### src/rtl/sevenseg_scan_ctrl.sv
// rtl/sevenseg_scan_ctrl.sv - multiplexed seven-segment scanner with double-buffered data
module sevenseg_scan_ctrl #(
  parameter int NUM_DIGITS       = 8,
  parameter int DIV_WIDTH        = 16,
  parameter bit ANODE_ACTIVE_LOW = 1'b1,
  parameter bit SEG_ACTIVE_LOW   = 1'b1
) (
  input  logic                    clk,
  input  logic                    Rst,
  input  logic                    enable,
  input  logic [DIV_WIDTH-1:0]    div_val,
  input  logic [4*NUM_DIGITS-1:0] data_in,
  input  logic [NUM_DIGITS-1:0]   dp_in,
  input  logic [NUM_DIGITS-1:0]   blank_in,
  input  logic                    lz_suppress,
  input  logic                    data_load,
  output logic [NUM_DIGITS-1:0]   an,
  output logic [6:0]              seg,
  output logic                    dp,
  output logic                    frame_done
);

  localparam int IDX_W = (NUM_DIGITS > 1) ? $clog2(NUM_DIGITS) : 1;
  localparam int DW    = 4 * NUM_DIGITS;
  localparam logic [IDX_W-1:0]      LAST_IDX = IDX_W'(NUM_DIGITS - 1);
  localparam logic [NUM_DIGITS-1:0] AN_OFF   = ANODE_ACTIVE_LOW ? {NUM_DIGITS{1'b1}} : {NUM_DIGITS{1'b0}};
  localparam logic [6:0]            SEG_OFF  = SEG_ACTIVE_LOW ? 7'h7F : 7'h00;
  localparam logic                  DP_OFF   = SEG_ACTIVE_LOW;

  // Active-low font, seg[6]=a ... seg[0]=g.
  function automatic logic [6:0] hex_font(input logic [3:0] v);
    case (v)
      4'h0: hex_font = 7'b0000001;
      4'h1: hex_font = 7'b1001111;
      4'h2: hex_font = 7'b0010010;
      4'h3: hex_font = 7'b0000110;
      4'h4: hex_font = 7'b1001100;
      4'h5: hex_font = 7'b0100100;
      4'h6: hex_font = 7'b0100000;
      4'h7: hex_font = 7'b0001111;
      4'h8: hex_font = 7'b0000000;
      4'h9: hex_font = 7'b0000100;
      4'hA: hex_font = 7'b0001000;
      4'hB: hex_font = 7'b1100000;
      4'hC: hex_font = 7'b0110001;
      4'hD: hex_font = 7'b1000010;
      4'hE: hex_font = 7'b0110000;
      default: hex_font = 7'b0111000;
    endcase
  endfunction

  logic [DIV_WIDTH-1:0]  cnt_q, cnt_d;
  logic [IDX_W-1:0]      idx_q, idx_d;
  logic [DW-1:0]         shadow_data_q, shadow_data_d;
  logic [NUM_DIGITS-1:0] shadow_dp_q, shadow_dp_d;
  logic [NUM_DIGITS-1:0] shadow_blank_q, shadow_blank_d;
  logic [DW-1:0]         active_data_q, active_data_d;
  logic [NUM_DIGITS-1:0] active_dp_q, active_dp_d;
  logic [NUM_DIGITS-1:0] active_blank_q, active_blank_d;
  logic                  pending_q, pending_d;
  logic                  wrap_q, wrap_d;
  logic [NUM_DIGITS-1:0] an_q, an_d;
  logic [6:0]            seg_q, seg_d;
  logic                  dp_q, dp_d;
  logic                  frame_done_q, frame_done_d;

  logic                  tick;
  logic                  wrap_tick;
  logic [NUM_DIGITS-1:0] lz_dark;
  logic [3:0]            nib;
  logic                  dark;
  logic [NUM_DIGITS-1:0] an_low;
  logic [6:0]            seg_low;
  logic                  dp_low;

  // Prescaler and digit index; disabled scanning parks both at zero.
  always_comb begin
    tick      = 1'b0;
    wrap_tick = 1'b0;
    cnt_d     = cnt_q;
    idx_d     = idx_q;
    if (enable) begin
      tick = (cnt_q >= div_val);
      if (tick) begin
        cnt_d     = '0;
        wrap_tick = (idx_q == LAST_IDX);
        idx_d     = wrap_tick ? '0 : idx_q + 1'b1;
      end else begin
        cnt_d = cnt_q + 1'b1;
      end
    end else begin
      cnt_d = '0;
      idx_d = '0;
    end
    wrap_d = wrap_tick;
  end

  // Shadow/active buffers: new data only reaches the display at a frame wrap.
  always_comb begin
    shadow_data_d  = shadow_data_q;
    shadow_dp_d    = shadow_dp_q;
    shadow_blank_d = shadow_blank_q;
    active_data_d  = active_data_q;
    active_dp_d    = active_dp_q;
    active_blank_d = active_blank_q;
    pending_d      = pending_q;
    if (wrap_tick && pending_q) begin
      active_data_d  = shadow_data_q;
      active_dp_d    = shadow_dp_q;
      active_blank_d = shadow_blank_q;
      pending_d      = 1'b0;
    end
    if (data_load) begin
      shadow_data_d  = data_in;
      shadow_dp_d    = dp_in;
      shadow_blank_d = blank_in;
      pending_d      = 1'b1;
    end
  end

  // Leading-zero mask: a digit is suppressed when it and all higher nibbles are zero.
  always_comb begin
    logic zero_above;
    zero_above = 1'b1;
    lz_dark    = '0;
    for (int i = NUM_DIGITS - 1; i >= 0; i--) begin
      zero_above = zero_above && (active_data_q[4*i +: 4] == 4'h0);
      lz_dark[i] = lz_suppress && zero_above && (i != 0);
    end
  end

  // Output decode from the current index, built active-low then polarity-adjusted.
  always_comb begin
    nib     = 4'(active_data_q >> {idx_q, 2'b00});
    dark    = active_blank_q[idx_q] | lz_dark[idx_q];
    an_low  = ~(NUM_DIGITS'(1) << idx_q);
    seg_low = dark ? 7'h7F : hex_font(nib);
    dp_low  = dark ? 1'b1 : ~active_dp_q[idx_q];
    frame_done_d = enable & wrap_q;
    if (!enable) begin
      an_low  = {NUM_DIGITS{1'b1}};
      seg_low = 7'h7F;
      dp_low  = 1'b1;
    end
    an_d  = ANODE_ACTIVE_LOW ? an_low : ~an_low;
    seg_d = SEG_ACTIVE_LOW ? seg_low : ~seg_low;
    dp_d  = SEG_ACTIVE_LOW ? dp_low : ~dp_low;
  end

  // State and output registers with synchronous reset.
  always_ff @(posedge clk) begin
    if (Rst) begin
      cnt_q          <= '0;
      idx_q          <= '0;
      shadow_data_q  <= '0;
      shadow_dp_q    <= '0;
      shadow_blank_q <= '0;
      active_data_q  <= '0;
      active_dp_q    <= '0;
      active_blank_q <= '0;
      pending_q      <= 1'b0;
      wrap_q         <= 1'b0;
      an_q           <= AN_OFF;
      seg_q          <= SEG_OFF;
      dp_q           <= DP_OFF;
      frame_done_q   <= 1'b0;
    end else begin
      cnt_q          <= cnt_d;
      idx_q          <= idx_d;
      shadow_data_q  <= shadow_data_d;
      shadow_dp_q    <= shadow_dp_d;
      shadow_blank_q <= shadow_blank_d;
      active_data_q  <= active_data_d;
      active_dp_q    <= active_dp_d;
      active_blank_q <= active_blank_d;
      pending_q      <= pending_d;
      wrap_q         <= wrap_d;
      an_q           <= an_d;
      seg_q          <= seg_d;
      dp_q           <= dp_d;
      frame_done_q   <= frame_done_d;
    end
  end

  assign an         = an_q;
  assign seg        = seg_q;
  assign dp         = dp_q;
  assign frame_done = frame_done_q;

endmodule

### config.mk
export PLATFORM = sky130hd
export DESIGN_NAME = sevenseg_scan_ctrl
export DESIGN_NICKNAME = d
export VERILOG_FILES = /design/src/rtl/sevenseg_scan_ctrl.sv
export SDC_FILE = /design/constraint.sdc
export NUM_CORES = 1
export LEC_CHECK = 0
export CORE_ASPECT_RATIO = 2
export CORE_MARGIN = 2
export CORE_UTILIZATION = 50
export CTS_CLUSTER_DIAMETER = 80
export CTS_CLUSTER_SIZE = 20
export DETAILED_ROUTE_END_ITERATION = 12
export HOLD_SLACK_MARGIN = 0.03
export PLACE_DENSITY = 0.79
export SYNTH_ARGS = -nofsm -noshare
export SYNTH_HDL_FRONTEND = slang
export SYNTH_SLANG_ARGS = --single-unit
### constraint.sdc
create_clock -name clk -period 7.3 [get_ports clk]
set_input_delay 1.825 -clock clk [delete_from_list [all_inputs] [get_ports clk]]
set_output_delay 1.825 -clock clk [all_outputs]
set_load 0.03 [all_outputs]
==> results.json <==
{
  "status": "completed",
  "p_int_w": 0.001314,
  "cp_slowest_cell": "buf_4",
  "switching_share": 0.2207,
  "grt_max_degree": 149,
  "critical_path.cell_chain": "clkdlybuf4s50_1 > inv_1 > ha_1 > and4_1 > nand2_1 > o311a_4 > a21oi_4 > buf_4 > mux2i_1",
  "power_frac_seq": 0.451,
  "n_antenna_cell": 0,
  "syn_to_final_growth_pct": 22.88,
  "drv_cap": 0,
  "synth_mux_area_frac": 0.2098,
  "path_clk_slew_ns": 0.06,
  "slew-limit-headroom": 0.2911,
  "r2r_cells": 7,
  "worst_ep_arrival_time_ns": 4.58,
  "vias": 4528,
  "die-area_mm2": 0.01360,
  "p_per_area_mw_per_mm2": 217.3,
  "drc_errors": 0,
  "fill_cells": 1045,
  "drtPass1Iterations": 4,
  "ir_worst_vdd_mv": 0.2092,
  "cp_max_fo": 48,
  "routed_wl_um": 12940,
  "pwr-share-comb": 0.069,
  "p_leak_nw": 3.064,
  "min_period_ns": 4.244,
  "fmax_mhz": 235.6,
  "h-tree-depth": 4,
  "boundaryPins": 86,
  "die_x_um": 83.47,
  "cts_setup_buffers": 0,
  "post-place-ws_ns": 2.676,
  "die_h_um": 162.9,
  "slew_violations": 0,
  "hold_path_depth": 1,
  "initial_core_util": 0.5059,
  "synth.distinct_cells": 46,
  "clock_sinks": 134,
  "netlist_instances": 633,
  "setup_viol": 0,
  "clk_latency_ns": 0.42,
  "yosys_warnings": 0,
  "grt_overflow": 0,
  "crit_type": "in2reg",
  "avgRoutedWirePerCell_um": 14.89,
  "synthSimpleGateAreaFrac": 0.1999,
  "hold_violations": 0,
  "grt_pass1_vias": 4515,
  "post_cts_resized": 0,
  "tightest_slew_ns": 1.063,
  "cts_tree": "done",
  "routabilityCongestion": 0.8202,
  "hold_ws_ns": 0.4559,
  "finalNetCount": 804,
  "synth-xor-area-share": 0.01803,
  "route.detailed.vias_per_inst": 5.211,
  "cts-root-buf": "clkbuf_16",
  "setup_slack_ns": 3.056,
  "hold_path.class": "reg2reg",
  "postSynthAreaPerCell_um2": 9.976,
  "cp_slowest_stage_delay_ns": 0.61,
  "multi_input_area_mm2": 0.003351,
  "clock_skew_ns": 0.01062,
  "synth-main-ff-cell": "dfxtp_1",
  "async_flop_share": 0,
  "finish.utilization": 0.6217,
  "tns_ns": 0,
  "hpwl_um": 9293,
  "ys_ff_latch": 134,
  "seq_area_mm2": 0.002683,
  "synth-compound-area-share": 0.04537,
  "switchingPower_w": 0.0003720,
  "drive_above_1_share": 0.07789,
  "required_ns": 7.63,
  "synth_edf_count": 0,
  "antenna_found_initial": 0,
  "clk_path_buf_depth": 2,
  "rows": 58,
  "syn_nets": 731,
  "cts_buffers": 17,
  "core-area_mm2": 0.01248,
  "syn_area_mm2": 0.006315,
  "min_period_over_period": 0.5813,
  "startpoint_type": "input port",
  "track_usage": 0.1933,
  "synthAdderAreaFrac": 0.05746,
  "p_clk_frac": 0.480,
  "synth_top_family_by_area": "multiplexers",
  "holdBufCountCts": 0,
  "drt-initial-drc-count": 180,
  "rsz0062_at_grt": "false",
  "ant_nets": 0,
  "endpoint_kind": "flop",
  "portBuffers": 85,
  "grt_pass1_wl_um": 20770,
  "synth_seq_area_share": 0.4248,
  "finalPower_w": 0.001686
}
## synthesized netlist by cell type, types with 6 or more instances
master	number	area (µm²)
a21oi_1	11	55.05
and4_1	6	52.55
clkbuf_1	20	75.07
dfxtp_1	134	2683
ha_1	29	362.9
inv_1	24	90.09
mux2i_1	102	1021
mux4_2	12	270.3
nand2_1	29	108.9
nand2b_1	101	631.9
nand3_1	15	75.07
nor2_1	69	259.0
nor4_1	7	43.79
o21ai_0	9	45.04
xnor2_1	6	52.55
xor2_1	7	61.31
## cells by family after synthesis
kind of cell / Yosys count
compound gates: 39
xor+xnor: 13
fa+ha+maj: 29
buf+inv: 60
flops: 134
mux: 116
simple gates: 242
## state kept, by name, summed over array words and instances (netlist names)
register / flops
active_data_q: 32
wrap_q: 1
shadow_blank_q: 8
idx_q: 3
shadow_dp_q: 8
dp: 1
an: 8
active_dp_q: 8
frame_done: 1
shadow_data_q: 32
active_blank_q: 8
cnt_q: 16
pending_q: 1
seg: 7
## metal layers
metal  part of all wire  vias to the layer above  track usage
met3              0.031                       23      0.05018
met1               0.39                     2114       0.1983
li1                   -                     2294            -
met2               0.55                       97       0.3633
met5                  0                        -            0
met4              0.024                        0      0.08651
## path summary, 6_finish.rpt
check                                 start          endpoint  slack (ns)
worst max-delay path            div_val[14]  active_data_q[9]        3.06
worst max register to register     idx_q[1]            seg[3]        4.40
worst min register to register       wrap_q        frame_done        0.46
worst min-delay path                 wrap_q        frame_done        0.46
## power groups by stage
stage / Clock (W) / Combinational, W / Sequential, W
after floorplan: 0 / 0.0000601 / 0.000777
after global placement: 0 / 0.000114 / 0.000775
after detailed placement: 0 / 0.000117 / 0.000776
after CTS: 0.000826 / 0.000117 / 0.000760
after global routing: 0.000857 / 0.000127 / 0.000762
final: 0.000810 / 0.000116 / 0.000760
## per-stage QoR
stage | instances | cell area [µm²]
3_3_place_gp | 837 | 7188
6_report | 869 | 7760
2_1_floorplan | 633 | 6315
5_1_grt | 869 | 7760
4_1_cts | 869 | 7760
3_5_place_dp | 837 | 7188
## placed cells by master, fill, tap and decap left out, drive strengths merged, types with 2 or more instances in the layout
master	n
nor3	2
dfxtp	134
buf	6
clkinv	5
nand3	15
clkinvlp	3
xnor2	6
clkbuf	22
nor2b	4
or3	2
nand2b	101
and4	6
o21ai	10
nor2	69
xor2	7
a21oi	12
nand4	3
ha	29
nor4	7
o311a	2
mux4	12
mux2i	103
o311ai	2
a211o	2
inv	26
nand2	29
clkdlybuf4s50	83
and2	3
o221ai	2
## layout make-up
cell class / instances / share of cell area
clock buffer: 22 / 0.06111
clock inverter: 10 / 0.01258
inverter: 25 / 0.01209
multi-input combinational: 439 / 0.4318
sequential: 134 / 0.3457
tap: 150 / 0.02419
timing repair buffer: 89 / 0.1125
## worst max-delay path: cells and delay by family
kind,cells,cell delay [ns]
adders and majority gates,1,0.30
AOI/OAI and AO/OA,2,0.55
muxes,1,0.28
buffers and inverters,3,1.10
and+or+nand+nor,2,0.44
Power figures use the tool's default switching activity.
==> RTL edit 1: new RTL, config.mk and constraints unchanged <==
`ANODE_ACTIVE_LOW`: 1'b1 -> 1'b0.
--- a/src/rtl/sevenseg_scan_ctrl.sv
+++ b/src/rtl/sevenseg_scan_ctrl.sv
@@ -2,7 +2,7 @@
 module sevenseg_scan_ctrl #(
   parameter int NUM_DIGITS       = 8,
   parameter int DIV_WIDTH        = 16,
-  parameter bit ANODE_ACTIVE_LOW = 1'b1,
+  parameter bit ANODE_ACTIVE_LOW = 1'b0,
   parameter bit SEG_ACTIVE_LOW   = 1'b1
 ) (
   input  logic                    clk,
Formal check against the unedited RTL: not equivalent (Yosys sat finds a counterexample within 4 cycles, from zero or initial values and one cycle with Rst high).
==> RTL edit 1 against the original RTL <==
- sequential cell count unchanged
- sequential power about the same
- global-route usage up 0.25 points
- register-to-register slack worse by 0.14 ns
- via count down 2.4%
- synthesized area down 3.8%
- setup slack worse by 0.32 ns
- synthesized cell count down 6.8%
- routed wire length down 5.9%
- count of clock-buffer cells in the layout unchanged
- cell area down 2.3%
- non-clock buffer count up 1
- total power up 0.67%
==> RTL edit 1: results (changes against the original RTL) <==
- The routed length on met3 is 476 um (was 398 um).
- The average routed wire per standard cell was 14.8 um (was 14.9 um).
- Leading post-synthesis cells by instance count: dfxtp_1 (134), nor2_1 (73), mux2i_1 (57) (was dfxtp_1 (134), mux2i_1 (102), nand2b_1 (101)).
- The largest incremental delay on the critical path came to 0.69 ns (was 0.61 ns).
- The beginning of the worst register-to-register path is cnt_q[11] (was idx_q[1]).
- The net count of the finished layout is 760 (was 804).
- The sequential-to-total area share from yosys stat came to 44.2% (was 42.5%).
- The worst slack on hold paths was 0.460 ns (was 0.456 ns).
- The data arrival at the endpoint of the critical path is 4.85 ns (was 4.58 ns).
- The minimum period implied by the final worst setup slack is 4.56 ns (was 4.24 ns).
- The total global routing track utilization is 19.6% (was 19.3%).
- Run status: finished clean (unchanged).
- The switching fraction of total power is 20.9% (was 22.1%).
- The power share of the clock group is 49.0% (was 48.0%).
- The synthesized netlist net count is 688 (was 731).
- The met1 routed wirelength after detailed routing was 5.28 mm (was 5.08 mm).
- The maximum number of pins on one net before global-route repair is 101 (was 149).
- The routability congestion estimate from global placement is 0.795 (was 0.820).
- The power per standard cell area was 224 nW/um2 (was 217 nW/um2).
- The minimum setup slack among reg-to-reg paths is 4.26 ns (was 4.40 ns).
- The critical path's top delay family is compound AO/OA/AOI/OAI gates (was buffers and inverters).
- Ranking of synthesized cells by area: dfxtp_1 (44%), mux2i_1 (9.4%), ha_1 (6.0%) (was dfxtp_1 (42%), mux2i_1 (16%), nand2b_1 (10%)).
- The number of global-route vias before repair is 4382 (was 4515).
- The number of DRC violations after detailed-routing iteration 0 is 183 (was 180).
- The maximum fanout count along the critical path is 26 (was 48).
- The endpoint of the lowest-slack register-to-register path is active_data_q[8] (was seg[3]).
- The cell with the largest stage delay on the worst path is a31oi_4 (was buf_4).
RTL edit 1: cell count changes after synthesis, moves of 8 or more:
cell / unedited run / this run
nand2_1: 29 / 21
mux2i_1: 102 / 57
o2bb2ai_2: 0 / 20
o2bb2ai_1: 0 / 28
and3_1: 0 / 8
nand2b_1: 101 / 51
RTL edit 1: metrics by stage:
stage               utilization [%]  std cells  setup WS [ns]
floorplan                         -        590           3.53
global placement               58.3        790           2.37
detailed placement             58.3        790           2.32
CTS                            63.3        822           2.73
global route                   63.3        822           2.54
finish                         63.3        822           2.74
RTL edit 1: area by class of cell:
type | count | area (um2)
Clock buffer | 22 | 474
Clock inverter | 10 | 123
Fill cell | 954 | 4400
Inverter | 23 | 86.3
Multi-Input combinational cell | 396 | 3150
Sequential cell | 134 | 2680
Tap cell | 147 | 184
Timing Repair Buffer | 90 | 878
RTL edit 1: per-layer routing:
metal,global-route usage (%),vias to the layer above
met3,5.25,13
met1,23.8,2090
met2,32.8,90
met5,0,-
li1,-,2228
met4,6.44,0
RTL edit 1: logic make-up after synthesis:
kind of cell | count (synthesis) | synth area share [%]
buf+inv | 60 | 4.35
simple gates | 192 | 15.8
compound gates | 94 | 14.5
fa+ha+maj | 29 | 5.98
xor+xnor | 13 | 1.88
flops | 134 | 44.2
mux | 68 | 13.3
RTL edit 1: worst max path at each step:
stage | depth (start not counted) | slack, ns | from | end
finish | 9 | 2.74 | div_val[11] | active_data_q[8]
global route | 9 | 2.54 | div_val[11] | active_blank_q[7]
CTS | 9 | 2.73 | div_val[11] | active_data_q[8]
detailed placement | 9 | 2.32 | div_val[11] | active_blank_q[1]
global placement | 9 | 2.37 | div_val[11] | active_dp_q[7]
floorplan | 9 | 3.53 | div_val[11] | active_blank_q[2]
==> RTL edit 2: new RTL, config.mk and constraints unchanged <==
Without the edit above. Register the input `blank_in` before use, without a reset. The logic sees it one clock later. The other inputs are not delayed to match.
--- a/src/rtl/sevenseg_scan_ctrl.sv
+++ b/src/rtl/sevenseg_scan_ctrl.sv
@@ -26,6 +26,12 @@
   localparam logic [NUM_DIGITS-1:0] AN_OFF   = ANODE_ACTIVE_LOW ? {NUM_DIGITS{1'b1}} : {NUM_DIGITS{1'b0}};
   localparam logic [6:0]            SEG_OFF  = SEG_ACTIVE_LOW ? 7'h7F : 7'h00;
   localparam logic                  DP_OFF   = SEG_ACTIVE_LOW;
+
+  logic [NUM_DIGITS-1:0] blank_q;
+
+  always_ff @(posedge clk) begin
+    blank_q <= blank_in;
+  end
 
   // Active-low font, seg[6]=a ... seg[0]=g.
   function automatic logic [6:0] hex_font(input logic [3:0] v);
@@ -113,7 +119,7 @@
     if (data_load) begin
       shadow_data_d  = data_in;
       shadow_dp_d    = dp_in;
-      shadow_blank_d = blank_in;
+      shadow_blank_d = blank_q;
       pending_d      = 1'b1;
     end
   end
Behaviour: not the same (a bounded check fails within 10 cycles, from zero or initial values and one cycle with Rst high).
==> RTL edit 2 against the original RTL <==
- total power grew 8.9%
- cell area grew 2.0%
- final cell count grew 0.46%
- clock skew shrank 0.0020 ns
- sequential share of layout area grew 1.4 points
- die area grew 1.6%
- non-clock buffer count shrank 1
- synthesized area grew 1.7%
- routed wire length grew 2.6%
- sequential cell count grew 8
- setup slack lost 0.69 ns
- critical endpoint is now active_data_q[6]
- largest power group unchanged
==> RTL edit 2: results (changes against the original RTL) <==
- The number of vias per cell was 5.27 (was 5.21).
- The proportion of power drawn by combinational gates is 6.3% (was 6.9%).
- The net count of the finished layout is 808 (was 804).
- The worst slack on hold paths is 0.441 ns (was 0.456 ns).
- The post-synthesis cell count is 639 (was 633).
- The placed cell area is 7280 um2 (was 7190 um2).
- Run status: finished clean (unchanged).
- The minimum setup slack among reg-to-reg paths is 3.77 ns (was 4.40 ns).
- The clock skew is 0.00860 ns (was 0.0106 ns).
- The global routing met2 resource utilization came to 38.3% (was 36.3%).
- Leading post-synthesis cells by instance count: dfxtp_1 (142), mux2i_1 (109), nand2b_1 (99) (was dfxtp_1 (134), mux2i_1 (102), nand2b_1 (101)).
- The met3 routing resource usage after global routing came to 4.12% (was 5.02%).
- The worst max-slew margin expressed relative to the limit is 26.0% (was 29.1%).
- The footprint of the multi-input gates came to 3280 um2 (was 3350 um2).
- The maximum fanout count along the critical path is 28 (was 48).
- The routability congestion estimate from global placement came to 0.828 (was 0.820).
- The total leakage power is 3.16 nW (was 3.06 nW).
- The endpoint of the most critical setup path is active_data_q[6] (was active_data_q[9]).
- The synthesized netlist net count is 737 (was 731).
- The total wire length after detailed routing is 13.3 mm (was 12.9 mm).
- The first-pass GRT wire length is 22.1 mm (was 20.8 mm).
- The endpoint of the lowest-slack register-to-register path is active_data_q[6] (was seg[3]).
- The via count is 4597 (was 4528).
- The sequential-to-total area share from yosys stat is 44.3% (was 42.5%).
- The launching element of the worst setup path is div_val[7] (was div_val[14]).
- The depth of the worst register-to-register path is 9 (was 7).
- The number of DRC violations after detailed-routing iteration 0 is 145 (was 180).
- The switching fraction of total power came to 21.1% (was 22.1%).
- The met1 usage in global routing is 20.2% (was 19.8%).
- The share of cells above drive strength 1 came to 6.78% (was 7.79%).
- Ranking of synthesized cells by area: dfxtp_1 (44%), mux2i_1 (17%), nand2b_1 (9.6%) (was dfxtp_1 (42%), mux2i_1 (16%), nand2b_1 (10%)).
- The number of global-route vias before repair is 4828 (was 4515).
- The data arrival at the endpoint of the critical path is 5.27 ns (was 4.58 ns).
- The share of the cycle needed by the critical path after routing is 67.7% (was 58.1%).
-- RTL edit 2: cell count changes after synthesis, moves of 4 or more --
cell and change:
nand3_1 -7, nand2_1 -4, o21ai_0 -6, nor2_1 +7
mux2i_1 +7, dfxtp_1 +8
-- RTL edit 2: power groups by stage --
stage / sequential (W) / clock (W) / combinational [W]
after floorplan: 0.000825 / 0 / 0.0000601
after global placement: 0.000823 / 0 / 0.000113
after detailed placement: 0.000824 / 0 / 0.000116
after CTS: 0.000807 / 0.000931 / 0.000117
after global routing: 0.000809 / 0.000960 / 0.000127
final: 0.000807 / 0.000913 / 0.000115
-- RTL edit 2: layout make-up --
| cell class | count | area share, % |
|---|---|---|
| Tap cell | 150 | 2.37 |
| Inverter | 28 | 1.33 |
| Clock buffer | 20 | 5.65 |
| Multi-Input combinational cell | 433 | 41.5 |
| Timing Repair Buffer | 88 | 10.9 |
| Sequential cell | 142 | 35.9 |
| Clock inverter | 12 | 2.32 |
-- RTL edit 2: logic make-up (layout without fill, tap and decap cells) --
| family | Yosys count | count (layout) | share of synthesized area [%] |
|---|---|---|---|
| xor gates and xnor gates | 14 | 14 | 1.91 |
| DFF | 142 | 142 | 44.3 |
| adders and majority gates | 29 | 29 | 5.65 |
| muxes | 119 | 119 | 20.3 |
| and+or+nand+nor | 233 | 233 | 18.7 |
| AOI/OAI and AO/OA | 38 | 38 | 4.42 |
| buffers and inverters | 64 | 148 | 4.70 |
-- RTL edit 2: layer usage --
| layer | vias up | routed length, um | part of all wire, % |
|---|---|---|---|
| li1 | 2296 | - | - |
| met1 | 2180 | 5040 | 38 |
| met2 | 88 | 7460 | 56 |
| met3 | 33 | 394 | 3.0 |
| met4 | 0 | 383 | 2.9 |
| met5 | - | 0 | 0 |
